===== config.mk =====
export PLATFORM = sky130hd
export DESIGN_NAME = register_dump_controller_flat
export DESIGN_NICKNAME = d
export VERILOG_FILES = /design/src/rtl/register_dump_controller_if.sv /design/src/rtl/register_dump_controller.sv /design/src/flat_wrapper.sv
export SDC_FILE = /design/constraint.sdc
export NUM_CORES = 1
export LEC_CHECK = 0
export BUFFER_PORTS_ARGS = -buffer_cell sky130_fd_sc_hd__buf_2
export CORE_UTILIZATION = 45
export CTS_CLUSTER_DIAMETER = 60
export DETAILED_ROUTE_END_ITERATION = 8
export PLACE_DENSITY = 0.74
export SYNTH_ARGS = -nofsm -noshare
export SYNTH_HDL_FRONTEND = slang
export SYNTH_SLANG_ARGS = --single-unit

===== constraint.sdc =====
create_clock -name clock -period 4.6 [get_ports clock]
set_input_delay 0.46 -clock clock [delete_from_list [all_inputs] [get_ports clock]]
set_output_delay 0.46 -clock clock [all_outputs]
set_load 0.02 [all_outputs]

===== src/rtl/register_dump_controller_if.sv =====
// Purpose: handshake/bus bundle between the dump controller, the register file debug port and the UART TX byte port.
// Latency: wires only, no storage.
// Backpressure: none here; the UART paces the controller through tx_start/tx_done.
// Ports (master = controller side):
//   dump_start, dump_abort : control requests into the controller
//   reg_read_addr / reg_read_data : register file debug read port
//   tx_start, tx_data / tx_done : UART byte handoff and completion pulse
//   busy, dump_done : status back to the debug unit
interface register_dump_controller_if #(
   parameter int ADDR_WIDTH = 5,
   parameter int DATA_WIDTH = 32
);
   logic                  dump_start;
   logic                  dump_abort;
   logic [ADDR_WIDTH-1:0] reg_read_addr;
   logic [DATA_WIDTH-1:0] reg_read_data;
   logic                  tx_start;
   logic [7:0]            tx_data;
   logic                  tx_done;
   logic                  busy;
   logic                  dump_done;

   modport master (
      input  dump_start, dump_abort, reg_read_data, tx_done,
      output reg_read_addr, tx_start, tx_data, busy, dump_done
   );

   modport slave (
      output dump_start, dump_abort, reg_read_data, tx_done,
      input  reg_read_addr, tx_start, tx_data, busy, dump_done
   );
endinterface


===== src/rtl/register_dump_controller.sv =====
// Purpose: streams a header byte then every register (MSB byte first) to the UART.
// Latency: busy rises one cycle after dump_start; each register costs 1 + READ_LATENCY cycles plus the UART time of its bytes.
// Backpressure: one byte outstanding at a time; the next tx_start waits for tx_done from the UART.
// Ports: clock, reset_n (async, active-low); bus = register_dump_controller_if.master
//   (dump_start/dump_abort in, reg_read_addr out / reg_read_data in, tx_start/tx_data out / tx_done in, busy/dump_done out).
module register_dump_controller #(
   parameter int         NUM_REGS     = 32,
   parameter int         DATA_WIDTH   = 32,
   parameter int         ADDR_WIDTH   = 5,
   parameter int         READ_LATENCY = 1,
   parameter logic [7:0] HEADER_BYTE  = 8'hA5
) (
   input logic                       clock,
   input logic                       reset_n,
   register_dump_controller_if.master bus
);

   localparam int BYTES = DATA_WIDTH / 8;
   localparam int BCW   = $clog2(BYTES + 1);
   localparam int WCW   = $clog2(READ_LATENCY + 1);

   localparam logic [ADDR_WIDTH-1:0] LAST_IDX  = ADDR_WIDTH'(NUM_REGS - 1);
   localparam logic [BCW-1:0]        BYTES_C   = BCW'(BYTES);
   localparam logic [WCW-1:0]        WAIT_LAST = WCW'(READ_LATENCY - 1);

   typedef enum logic [2:0] {
      IDLE,
      HDR_SEND,
      HDR_WAIT,
      RD_ISSUE,
      RD_WAIT,
      BYTE_SEND,
      BYTE_WAIT,
      DONE
   } state_t;

   state_t                state_q;
   logic [ADDR_WIDTH-1:0] idx_q;
   logic [ADDR_WIDTH-1:0] addr_q;
   logic [WCW-1:0]        wait_q;
   logic [BCW-1:0]        byte_q;
   logic [DATA_WIDTH-1:0] shift_q;
   logic                  tx_start_q;
   logic [7:0]            tx_data_q;
   logic                  busy_q;
   logic                  done_q;

   logic [DATA_WIDTH-1:0] shift_nxt;
   logic [BCW-1:0]        byte_nxt;

   assign shift_nxt = shift_q << 8;
   assign byte_nxt  = byte_q + BCW'(1);

   assign bus.reg_read_addr = addr_q;
   assign bus.tx_start      = tx_start_q;
   assign bus.tx_data       = tx_data_q;
   assign bus.busy          = busy_q;
   assign bus.dump_done     = done_q;

   // Outputs are registered alongside the state: tx_start/tx_data are loaded
   // on the edge that enters a *_SEND state so the pulse lines up with it.
   always_ff @(posedge clock or negedge reset_n) begin
      if (!reset_n) begin
         state_q    <= IDLE;
         idx_q      <= '0;
         addr_q     <= '0;
         wait_q     <= '0;
         byte_q     <= '0;
         shift_q    <= '0;
         tx_start_q <= 1'b0;
         tx_data_q  <= 8'h00;
         busy_q     <= 1'b0;
         done_q     <= 1'b0;
      end else begin
         tx_start_q <= 1'b0;
         done_q     <= 1'b0;
         if (bus.dump_abort && state_q != IDLE) begin
            // Any byte already handed over completes in the UART; its
            // tx_done then lands in IDLE and is ignored.
            state_q <= IDLE;
            busy_q  <= 1'b0;
         end else begin
            case (state_q)
               IDLE: begin
                  if (bus.dump_start && !bus.dump_abort) begin
                     state_q    <= HDR_SEND;
                     busy_q     <= 1'b1;
                     tx_start_q <= 1'b1;
                     tx_data_q  <= HEADER_BYTE;
                  end
               end
               HDR_SEND: state_q <= HDR_WAIT;
               HDR_WAIT: begin
                  if (bus.tx_done) begin
                     idx_q   <= '0;
                     state_q <= RD_ISSUE;
                  end
               end
               RD_ISSUE: begin
                  addr_q  <= idx_q;
                  wait_q  <= '0;
                  state_q <= RD_WAIT;
               end
               RD_WAIT: begin
                  if (wait_q == WAIT_LAST) begin
                     shift_q    <= bus.reg_read_data;
                     byte_q     <= '0;
                     state_q    <= BYTE_SEND;
                     tx_start_q <= 1'b1;
                     tx_data_q  <= bus.reg_read_data[DATA_WIDTH-1 -: 8];
                  end else begin
                     wait_q <= wait_q + WCW'(1);
                  end
               end
               BYTE_SEND: state_q <= BYTE_WAIT;
               BYTE_WAIT: begin
                  if (bus.tx_done) begin
                     shift_q <= shift_nxt;
                     byte_q  <= byte_nxt;
                     if (byte_nxt < BYTES_C) begin
                        state_q    <= BYTE_SEND;
                        tx_start_q <= 1'b1;
                        tx_data_q  <= shift_nxt[DATA_WIDTH-1 -: 8];
                     end else if (idx_q < LAST_IDX) begin
                        // Terminal check precedes the increment, so the index never wraps.
                        idx_q   <= idx_q + ADDR_WIDTH'(1);
                        state_q <= RD_ISSUE;
                     end else begin
                        state_q <= DONE;
                        done_q  <= 1'b1;
                     end
                  end
               end
               DONE: begin
                  state_q <= IDLE;
                  busy_q  <= 1'b0;
               end
               default: begin
                  state_q <= IDLE;
                  busy_q  <= 1'b0;
               end
            endcase
         end
      end
   end

endmodule

===== src/flat_wrapper.sv =====
// flat-port wrapper written by rule: the top's interface ports become plain ports
module register_dump_controller_flat 
#(
   parameter int         NUM_REGS     = 32,
   parameter int         DATA_WIDTH   = 32,
   parameter int         ADDR_WIDTH   = 5,
   parameter int         READ_LATENCY = 1,
   parameter logic [7:0] HEADER_BYTE  = 8'hA5
)
  (clock, reset_n, bus_dump_start, bus_dump_abort, bus_reg_read_data, bus_tx_done, bus_reg_read_addr, bus_tx_start, bus_tx_data, bus_busy, bus_dump_done);
  register_dump_controller_if #(.ADDR_WIDTH(ADDR_WIDTH), .DATA_WIDTH(DATA_WIDTH)) bus_i ();
  input logic clock;
  input logic reset_n;
  input wire logic [$bits(bus_i.dump_start)-1:0] bus_dump_start;
  input wire logic [$bits(bus_i.dump_abort)-1:0] bus_dump_abort;
  input wire logic [$bits(bus_i.reg_read_data)-1:0] bus_reg_read_data;
  input wire logic [$bits(bus_i.tx_done)-1:0] bus_tx_done;
  output wire logic [$bits(bus_i.reg_read_addr)-1:0] bus_reg_read_addr;
  output wire logic [$bits(bus_i.tx_start)-1:0] bus_tx_start;
  output wire logic [$bits(bus_i.tx_data)-1:0] bus_tx_data;
  output wire logic [$bits(bus_i.busy)-1:0] bus_busy;
  output wire logic [$bits(bus_i.dump_done)-1:0] bus_dump_done;
  assign bus_i.dump_start = bus_dump_start;
  assign bus_i.dump_abort = bus_dump_abort;
  assign bus_i.reg_read_data = bus_reg_read_data;
  assign bus_i.tx_done = bus_tx_done;
  assign bus_reg_read_addr = bus_i.reg_read_addr;
  assign bus_tx_start = bus_i.tx_start;
  assign bus_tx_data = bus_i.tx_data;
  assign bus_busy = bus_i.busy;
  assign bus_dump_done = bus_i.dump_done;
  register_dump_controller #(.NUM_REGS(NUM_REGS), .DATA_WIDTH(DATA_WIDTH), .ADDR_WIDTH(ADDR_WIDTH), .READ_LATENCY(READ_LATENCY), .HEADER_BYTE(HEADER_BYTE)) u_core (.clock(clock), .reset_n(reset_n), .bus(bus_i));
endmodule

==> impl_metrics.env <==
export IMPL_core_sq_um=5200
export IMPL_diodes=0
export IMPL_critPathMaxStageDelay_ns=0.97
export IMPL_dp_cells=340
export IMPL_critPathArrivalTime_ns=2.64
export IMPL_gp_congestion=0.738
export IMPL_fin_skew_ns=0.00909
export IMPL_final_setup_tns_ns=0
export IMPL_grt_total_usage=0.165
export IMPL_synthCells=231
export IMPL_drive_gt1_frac=0.302
export IMPL_syn_area_per_cell_sq_um=10.7
export IMPL_synth_top_cell_by_area="dfrtp_1"
export IMPL_via_per_inst=5.14
export IMPL_fin_crit_ns=2.51
export IMPL_p_leak_nw=1.45
export IMPL_ys_seq_area_frac=0.518
export IMPL_status="finished clean"
export IMPL_drc=0
export IMPL_synthArstFlopShare=1.00
export IMPL_row_count=26
export IMPL_ant_nets=0
export IMPL_max_cap_violations=0
export IMPL_cts_setup_buffers=0
export IMPL_required_ns=4.73
export IMPL_clkLatencyLatePin_ns=0.31
export IMPL_syn_nets=270
export IMPL_crit_slowest_cell="or3_1"
export IMPL_synth_area_top_cells="dfrtp_1, mux2i_1, mux2_2"
export IMPL_finalHoldViolations=0
export IMPL_synth_common_cells="dfrtp_1, nand2_1, mux2i_1"
export IMPL_grt_pass1_vias=1707
export IMPL_stdcell_count=348
export IMPL_worst_pin_slew_ns=1.23
export IMPL_dieWidth_microns=76.0
export IMPL_root_buffer="clkbuf_8"
export IMPL_setup_viol=0
export IMPL_cts_hold_buffers=0
export IMPL_num_vias=1790
export IMPL_top_layer_used="met4"
export IMPL_cts_resized=0
export IMPL_powerDensity_nw_per_um2=396
export IMPL_antenna_found_initial=0
export IMPL_cts_tree="yes"
export IMPL_ys_ff_latch=51
export IMPL_numCtsBuffers=5
export IMPL_clkSinkCount=51
export IMPL_slew_viol_final=0
export IMPL_met1_length_mm=2.13
export IMPL_gr_total_overflow=0
export IMPL_grt_max_degree=52
export IMPL_clockBufferDepth=2
export IMPL_drt_iter0_markers=95
export IMPL_syn_area_sq_um=2460
export IMPL_wl_met2_mm=2.11
export IMPL_fmax_ghz=0.398
export IMPL_final_net_count=316
export IMPL_path_clk_slew_ns=0.09
export IMPL_period_share=0.546
export IMPL_ys_warn_count=0
export IMPL_worst_setup_path_start_kind="register"
export IMPL_grt_pass1_wl_mm=7.59
export IMPL_cp_max_fo=42
export IMPL_hold_slack_ns=0.355
export IMPL_ir_drop_mv=0.224
export IMPL_hold_class="input port to asynchronous set/reset pin"
export IMPL_rsz0062_at_grt="no"
export IMPL_die_height_microns=76.0
export IMPL_synth_cell_types=39
export IMPL_crit_chain="nor2b_1, or3_1, o21ai_0"
export IMPL_slew_headroom=0.180
export IMPL_crit_type="register to register"
export IMPL_power_w=0.00112
export IMPL_port_buffers=52
export IMPL_synth_edff_count=0
export IMPL_dr_pass1_iters=4
export IMPL_synth_top_area_frac=0.518
export IMPL_synth_most_common_cell="dfrtp_1"
export IMPL_wl_per_cell_microns=12.8
export IMPL_syn_to_final_growth_pct=15.2
export IMPL_wl_mm=4.47
export IMPL_end_kind="register"
export IMPL_wl_met3_microns=160
export IMPL_post_dp_hpwl_mm=3.13
export IMPL_dieArea_sq_um=5770
export IMPL_htreeDepth=2
export IMPL_ios=53
export IMPL_fin_util=0.545
export IMPL_start_util=0.473
export IMPL_synth_flop_cell="dfrtp_1"
per-stage QoR:
| step | worst slack, ns | instance area, sq um |
|---|---|---|
| 2_1_floorplan | 2.92 | 2460 |
| 3_3_place_gp | 2.21 | 2740 |
| 3_5_place_dp | 2.07 | 2740 |
| 4_1_cts | 2.08 | 2840 |
| 5_1_grt | 1.77 | 2840 |
| 6_report | 2.09 | 2840 |
final timing paths:
| path | start | end | slack, ns | cells past startpoint |
|---|---|---|---|---|
| worst max-delay path | u_core.state_q[1]$_DFFE_PN0P_ | u_core.shift_q[8]$_DFFE_PN0P_ | 2.09 | 3 |
| worst min-delay path | reset_n | u_core.bus.tx_data[7]$_DFFE_PN0P_ | 0.36 | 1 |
| worst max register to register | u_core.state_q[1]$_DFFE_PN0P_ | u_core.shift_q[8]$_DFFE_PN0P_ | 2.09 | 3 |
| worst min register to register | u_core.shift_q[1]$_DFFE_PN0P_ | u_core.shift_q[1]$_DFFE_PN0P_ | 0.48 | 2 |
| max in group asynchronous | reset_n | u_core.byte_q[2]$_DFFE_PN0P_ | 3.58 | 1 |
| min in group clock | bus_reg_read_data[0] | u_core.shift_q[0]$_DFFE_PN0P_ | 0.36 | 3 |
per-layer routing:
| layer | up-vias | GRT usage |
|---|---|---|
| met1 | 852 | 0.209 |
| met2 | 37 | 0.275 |
| met3 | 5 | 0.0299 |
| li1 | 896 | - |
| met4 | 0 | 0.0750 |
| met5 | - | 0 |
worst max-delay path, delay by kind of cell (launching register included):
family / cells / cell delay, ns
AO/OA/AOI/OAI: 1 / 0.25
flip-flops: 1 / 0.80
AND/OR/NAND/NOR: 2 / 1.28
state kept, by name, summed over array words and instances (netlist names):
signal	cells
u_core.shift_q	24
u_core.bus.tx_data	8
u_core.bus.reg_read_addr	5
u_core.idx_q	5
u_core.byte_q	3
u_core.state_q	3
u_core.bus.busy	1
u_core.bus.dump_done	1
u_core.bus.tx_start	1
placed cells by master (no fill, tap or decap), types with 6 or more instances in the layout:
| cell | netlist | routed |
|---|---|---|
| o21ai_1 | 14 | 14 |
| nand2_1 | 40 | 40 |
| dfrtp_1 | 51 | 51 |
| nor2_1 | 9 | 9 |
| nand3_1 | 9 | 9 |
| clkbuf_8 | 0 | 6 |
| mux2i_1 | 25 | 25 |
| mux2_2 | 15 | 15 |
| buf_2 | 9 | 52 |
| o21ai_0 | 9 | 9 |
kinds of logic (layout without fill, tap and decap cells):
logic type | count (synthesis) | count (layout) | share of synthesized area
and+or+nand+nor | 83 | 83 | 0.166
AOI/OAI and AO/OA | 35 | 35 | 0.0874
DFF | 51 | 51 | 0.518
buffers and inverters | 18 | 65 | 0.0381
adders and majority gates | 2 | 2 | 0.0102
muxes | 40 | 40 | 0.170
xor gates and xnor gates | 2 | 2 | 0.0102
report_power, final:
part | leakage (nW) | switching [W] | total (W) | internal (W)
clock | 0.0474 | 0.000147 | 0.000270 | 0.000123
combinational | 0.754 | 0.000114 | 0.000213 | 0.0000994
sequential | 0.652 | 0.0000779 | 0.000641 | 0.000563
total | 1.45 | 0.000339 | 0.00112 | 0.000786
layout make-up:
| class | count | area [sq um] |
|---|---|---|
| Fill cell | 487 | 2370 |
| Timing Repair Buffer | 53 | 268 |
| Tap cell | 70 | 87.6 |
| Clock buffer | 6 | 82.6 |
| Multi-Input combinational cell | 162 | 1090 |
| Clock inverter | 2 | 16.3 |
| Sequential cell | 51 | 1280 |
| Inverter | 4 | 15.0 |
No activity file was read; power rests on OpenSTA's default activity.
